## config.mk

```make
export PLATFORM = sky130hd
export DESIGN_NAME = ab_gen_flat
export DESIGN_NICKNAME = d
export VERILOG_FILES = /design/src/rtl/ab_pkg.sv /design/src/rtl/ab_gen_if.sv /design/src/rtl/ab_low.sv /design/src/rtl/ab_gen.sv /design/src/flat_wrapper.sv
export SDC_FILE = /design/constraint.sdc
export NUM_CORES = 1
export LEC_CHECK = 0
export ABC_AREA = 1
export CAP_MARGIN = 20
export CORE_ASPECT_RATIO = 0.5
export CORE_MARGIN = 2
export CORE_UTILIZATION = 64
export DETAILED_ROUTE_END_ITERATION = 10
export DONT_BUFFER_PORTS = 1
export PLACE_DENSITY = 0.85
export SLEW_MARGIN = 10
export SYNTH_ARGS = -nofsm -noshare
export SYNTH_HDL_FRONTEND = slang
export SYNTH_SLANG_ARGS = --single-unit
```

## constraint.sdc

```tcl
create_clock -name clk -period 4.5 [get_ports clk]
set_clock_uncertainty 0.05 [all_clocks]
set_input_delay 0.45 -clock clk [delete_from_list [all_inputs] [get_ports clk]]
set_output_delay 0.45 -clock clk [all_outputs]
set_load 0.01 [all_outputs]
```

## src/rtl/ab_pkg.sv

```systemverilog
// Shared encoding for the address-bus op word. The control block builds
// ab_op from these same constants, so both sides stay in lock-step.
package ab_pkg;

    // Bit positions inside the 12-bit ab_op word
    localparam int OP_PC_INC   = 11;
    localparam int OP_PC_LD    = 10;
    localparam int OP_AHL_LD   = 9;
    localparam int OP_ABH_HI   = 8;
    localparam int OP_ABH_LO   = 5;
    localparam int OP_ABLS_HI  = 4;
    localparam int OP_ABLS_LO  = 3;
    localparam int OP_ABLOP_HI = 2;
    localparam int OP_ABLOP_LO = 1;
    localparam int OP_CI       = 0;

    // High-byte sources
    localparam logic [3:0] ABH_ZP  = 4'b0000;  // zero page, carry dropped
    localparam logic [3:0] ABH_STK = 4'b0001;  // stack page
    localparam logic [3:0] ABH_VEC = 4'b0011;  // vector page
    localparam logic [3:0] ABH_INC = 4'b0110;  // AB high + carry
    localparam logic [3:0] ABH_DEC = 4'b0111;  // AB high - 1 + carry (backward branch)
    localparam logic [3:0] ABH_PC  = 4'b1010;  // saved PC high
    localparam logic [3:0] ABH_DB  = 4'b1110;  // data bus + carry (absolute high)

    // Low-byte operations
    localparam logic [1:0] ABL_REG = 2'b00;    // REG + ci
    localparam logic [1:0] ABL_IDX = 2'b01;    // (DB or AHL) + REG + ci
    localparam logic [1:0] ABL_PC  = 2'b10;    // saved PC low
    localparam logic [1:0] ABL_AB  = 2'b11;    // AB low + (branch offset) + ci

    typedef struct packed {
        logic       pc_inc;
        logic       pc_ld;
        logic       ahl_ld;
        logic [3:0] abh_op;
        logic [1:0] abl_sel;
        logic [1:0] abl_op;
        logic       ci;
    } ab_op_t;

    // Split the raw op word into named fields
    function automatic ab_op_t decode_op(input logic [11:0] w);
        ab_op_t o;
        o.pc_inc  = w[OP_PC_INC];
        o.pc_ld   = w[OP_PC_LD];
        o.ahl_ld  = w[OP_AHL_LD];
        o.abh_op  = w[OP_ABH_HI:OP_ABH_LO];
        o.abl_sel = w[OP_ABLS_HI:OP_ABLS_LO];
        o.abl_op  = w[OP_ABLOP_HI:OP_ABLOP_LO];
        o.ci      = w[OP_CI];
        return o;
    endfunction

endpackage

```

## src/rtl/ab_gen_if.sv

```systemverilog
// Address-bus interface between the control block (master) and ab_gen (slave).
interface ab_gen_if;
    logic [11:0] ab_op;
    logic        cond;
    logic [7:0]  DB;
    logic [7:0]  REG;
    logic [15:0] AB;
    logic [15:0] PC;

    modport master (output ab_op, cond, DB, REG, input AB, PC);
    modport slave  (input ab_op, cond, DB, REG, output AB, PC);
endinterface

```

## src/rtl/ab_low.sv

```systemverilog
// Low address byte: source mux feeding an 8-bit adder with carry in/out.
// Purely combinational; the carry out feeds the high-byte logic.
module ab_low
    import ab_pkg::*;
(
    input  logic [1:0] abl_op,
    input  logic [1:0] abl_sel,
    input  logic       ci,
    input  logic       cond,
    input  logic [7:0] db,
    input  logic [7:0] reg_val,
    input  logic [7:0] ahl,
    input  logic [7:0] ab_lo,
    input  logic [7:0] pc_lo,
    output logic [7:0] abl,
    output logic       co
);
    logic [7:0] base;
    logic [7:0] addend;
    logic       cin;
    logic [8:0] sum;

    // Select adder operands; the PC path passes straight through with no carry
    always_comb begin
        base   = 8'h00;
        addend = 8'h00;
        cin    = 1'b0;
        case (abl_op)
            ABL_REG: begin
                base = reg_val;
                cin  = ci;
            end
            ABL_IDX: begin
                base   = abl_sel[0] ? db : ahl;
                addend = reg_val;
                cin    = ci;
            end
            ABL_PC: begin
                base = pc_lo;
            end
            ABL_AB: begin
                base   = ab_lo;
                addend = (abl_sel == 2'b11 && cond) ? db : 8'h00;
                cin    = ci;
            end
            default: ;
        endcase
    end

    assign sum = {1'b0, base} + {1'b0, addend} + {8'd0, cin};
    assign abl = sum[7:0];
    assign co  = sum[8];

endmodule

```

## src/rtl/ab_gen.sv

```systemverilog
// 65C02 address bus generator: registered AB, PC save register and the
// AHL data-bus hold register. All sources are the values before the edge.
module ab_gen
    import ab_pkg::*;
#(
    parameter logic [15:0] RESET_AB = 16'h0000,
    parameter logic [15:0] RESET_PC = 16'h0000
) (
    input  logic     clk,
    input  logic     reset,
    input  logic     rdy,
    ab_gen_if.slave  bus
);
    ab_op_t      op;
    logic [15:0] ab_q;
    logic [15:0] pc_q;
    logic [7:0]  ahl_q;
    logic [7:0]  abl;
    logic        co;
    logic [7:0]  abh_nxt;
    logic        abh_vld;

    assign op     = decode_op(bus.ab_op);
    assign bus.AB = ab_q;
    assign bus.PC = pc_q;

    ab_low u_low (
        .abl_op  (op.abl_op),
        .abl_sel (op.abl_sel),
        .ci      (op.ci),
        .cond    (bus.cond),
        .db      (bus.DB),
        .reg_val (bus.REG),
        .ahl     (ahl_q),
        .ab_lo   (ab_q[7:0]),
        .pc_lo   (pc_q[7:0]),
        .abl     (abl),
        .co      (co)
    );

    // High-byte mux; an unknown code freezes the whole address bus
    always_comb begin
        abh_nxt = ab_q[15:8];
        abh_vld = 1'b1;
        case (op.abh_op)
            ABH_ZP:  abh_nxt = 8'h00;
            ABH_STK: abh_nxt = 8'h01;
            ABH_VEC: abh_nxt = 8'hFF;
            ABH_INC: abh_nxt = ab_q[15:8] + {7'd0, co};
            ABH_DEC: abh_nxt = ab_q[15:8] + 8'hFF + {7'd0, co};
            ABH_PC:  abh_nxt = pc_q[15:8];
            ABH_DB:  abh_nxt = bus.DB + {7'd0, co};
            default: abh_vld = 1'b0;
        endcase
    end

    // State update; PC captures the AB that was on the bus before this edge
    always_ff @(posedge clk) begin
        if (!reset) begin
            ab_q  <= RESET_AB;
            pc_q  <= RESET_PC;
            ahl_q <= 8'h00;
        end else if (rdy) begin
            if (op.pc_ld)  pc_q  <= ab_q + {15'd0, op.pc_inc};
            if (op.ahl_ld) ahl_q <= bus.DB;
            if (abh_vld)   ab_q  <= {abh_nxt, abl};
        end
    end

endmodule

```

## src/flat_wrapper.sv

```systemverilog
// flat-port wrapper written by rule: the top's interface ports become plain ports
module ab_gen_flat import ab_pkg::*;
#(
    parameter logic [15:0] RESET_AB = 16'h0000,
    parameter logic [15:0] RESET_PC = 16'h0000
)
  (clk, reset, rdy, bus_ab_op, bus_cond, bus_DB, bus_REG, bus_AB, bus_PC);
  ab_gen_if bus_i ();
  input  logic clk;
  input  logic reset;
  input  logic rdy;
  input wire logic [$bits(bus_i.ab_op)-1:0] bus_ab_op;
  input wire logic [$bits(bus_i.cond)-1:0] bus_cond;
  input wire logic [$bits(bus_i.DB)-1:0] bus_DB;
  input wire logic [$bits(bus_i.REG)-1:0] bus_REG;
  output wire logic [$bits(bus_i.AB)-1:0] bus_AB;
  output wire logic [$bits(bus_i.PC)-1:0] bus_PC;
  assign bus_i.ab_op = bus_ab_op;
  assign bus_i.cond = bus_cond;
  assign bus_i.DB = bus_DB;
  assign bus_i.REG = bus_REG;
  assign bus_AB = bus_i.AB;
  assign bus_PC = bus_i.PC;
  ab_gen #(.RESET_AB(RESET_AB), .RESET_PC(RESET_PC)) u_core (.clk(clk), .reset(reset), .rdy(rdy), .bus(bus_i));
endmodule
```

==> reports/qor.yml <==
outcome: "complete, no violations"
cts_setup_buffers: 0
viasPerCell: 5.69
maxCapViolCount: 0
critPathMaxFanout: 12
drt_wl_total_mm: 7.97
tightest_slew_ns: 0.771
yosysUniqueCellTypes: 38
slew_headroom: 0.485
gr-total-overflow: 0
grt_pass1_wl_mm: 13.2
core_area_um2: 4570
worstPathRequired_ns: 4.69
drtPass1Iterations: 5
period_needed_ns: 3.90
drc_errors: 0
syn_inst: 495
powerDensity_nw_per_um2: 286
drv_slew: 0
antenna_found_initial: 0
p_leak_uw: 0.00153
cts-resized-gates: 0
grt_max_degree: 23
clk_path_buf_depth: 2
reg2reg_slack_ns: 0.83
ir_drop_uv: 158
place.gp.congestion: 0.914
netlist_area_um2: 3160
syn_nets: 542
drt_iter0_markers: 213
synth_edf_count: 0
antenna_cells: 0
cts_hold_buf: 0
via_count: 3129
path_clk_slew_ns: 0.09
ctsHtreeMaxLevel: 2
crit_type: "in2reg"
start_kind: "primary input"
yosysWarnings: 0
grt_pass1_vias: 2852
cts_tree: "built"
fmax_mhz: 256
io_buffers: 0
track_usage: 0.314
crit_top_cell: "nand2_1"
arrival_ns: 4.09
avgSynthCellArea_um2: 6.37
final_nets: 531
dieArea_um2: 5540
ant_nets: 0
clk_root_buffer_cell: "clkbuf_8"
fin_setup_tns_ns: 0
rsz0062_at_grt: "no"
ys_seq_area_frac: 0.254
synth_top_area_frac: 0.254
wl_per_cell_um: 14.5
slowest_stage: "fa_1"
rows: 17
worstSetupEndpointType: "flop"
synth_ff_type: "dfxtp_1"
ys_top_cells_by_area: "dfxtp_1 (25%), nand2_1 (12%), inv_1 (10%), o21ai_0 (8.9%), a21oi_1 (7.1%)"
synth_seq_cells: 40
async_flop_share: 0
clk_latency_ns: 0.31
setup_violations: 0
power_uw: 938
start_util: 0.690
synth_top_area_cell: "dfxtp_1"
clock-sinks: 40
hold_viol: 0
cts-buffers-inserted: 5
finalCritPeriodShare: 0.867
ioPinCount: 64
max_stage_delay_ns: 0.46
drive_gt1_frac: 0.0599
hp-class: "in2reg"
synthToLayoutAreaGrowth_pct: 4.00
hpwl_mm: 6.08
die_h_um: 53.7
die_x_um: 103
-- logic make-up after synthesis --
logic type               after synthesis  synth area share
AND/OR/NAND/NOR                      182             0.264
AO/OA/AOI/OAI                        132             0.236
buffers and inverters                109             0.135
flip-flops                            40             0.254
XOR/XNOR                              17            0.0472
adder cells (fa/ha/maj)               15            0.0642
-- layout make-up --
type | instances | area, µm²
clock buffers | 5 | 68.8
fillers | 410 | 1290
well taps | 66 | 82.6
inverters | 91 | 342
clock inverters | 2 | 60.1
flip-flops and latches | 40 | 801
multi-input cells | 346 | 1930
-- sequential cells by signal, summed over array words and instances (netlist names) --
register	count
u_core.bus.AB	16
u_core.bus.PC	16
u_core.ahl_q	8
-- final timing paths --
path                    from                end  depth (start not counted)
max             bus_ab_op[1]  u_core.bus.AB[14]                         29
max reg2reg  u_core.ahl_q[0]  u_core.bus.AB[14]                         25
min reg2reg  u_core.ahl_q[5]    u_core.ahl_q[5]                          2
min                    reset    u_core.ahl_q[6]                          2
-- report_power, final --
group	total [µW]	internal, µW	leakage (µW)	switching [µW]
logic	176	61.6	0.00113	114
clock network	357	218	0.0000642	139
registers	405	375	0.000328	30.2
total	938	655	0.00153	283
-- through the flow --
step                utilization  area (µm²)  setup slack (ns)  hold WS (ns)  std cells
finish                    0.718        3280             0.598         0.218        550
global route              0.718        3280             0.261         0.228        550
CTS                       0.718        3280             0.673         0.224        550
detailed placement        0.689        3150             0.462         0.476        543
global placement          0.689        3150             0.625         0.469        543
floorplan                     -        3160             0.598         0.447        495
-- metal layers --
metal  up-vias  GRT usage  wire length (µm)
met2       136      0.516              3510
met1      1393      0.412              3590
met3         8      0.109               816
met4         0     0.0526                51
met5         -          0                 0
li1       1592          -                 -
-- worst max-delay path: cells and delay by family --
family	cells	cell delay (ns)
fa+ha+maj	4	1.08
compound gates	6	0.78
buf+inv	5	0.50
simple gates	14	1.28
-- synth_stat cells, drive strengths merged (5+ instances only) --
cell    number
nand2      104
inv         91
o21ai       61
a21oi       48
dfxtp       40
nor2        38
nand3       24
clkbuf      14
xor2        14
ha          13
nor3         8
a22oi        5
nand4        5
o32ai        5
-- placed cells by master, fill, tap and decap left out, types with 7 or more instances in the layout --
cell type / count
nand2_1: 97
dfxtp_1: 40
nand3_1: 22
xor2_1: 14
nor3_1: 7
o21ai_0: 56
inv_1: 88
nor2_1: 34
a21oi_1: 45
ha_1: 13
(Power assumes the default switching activity.)
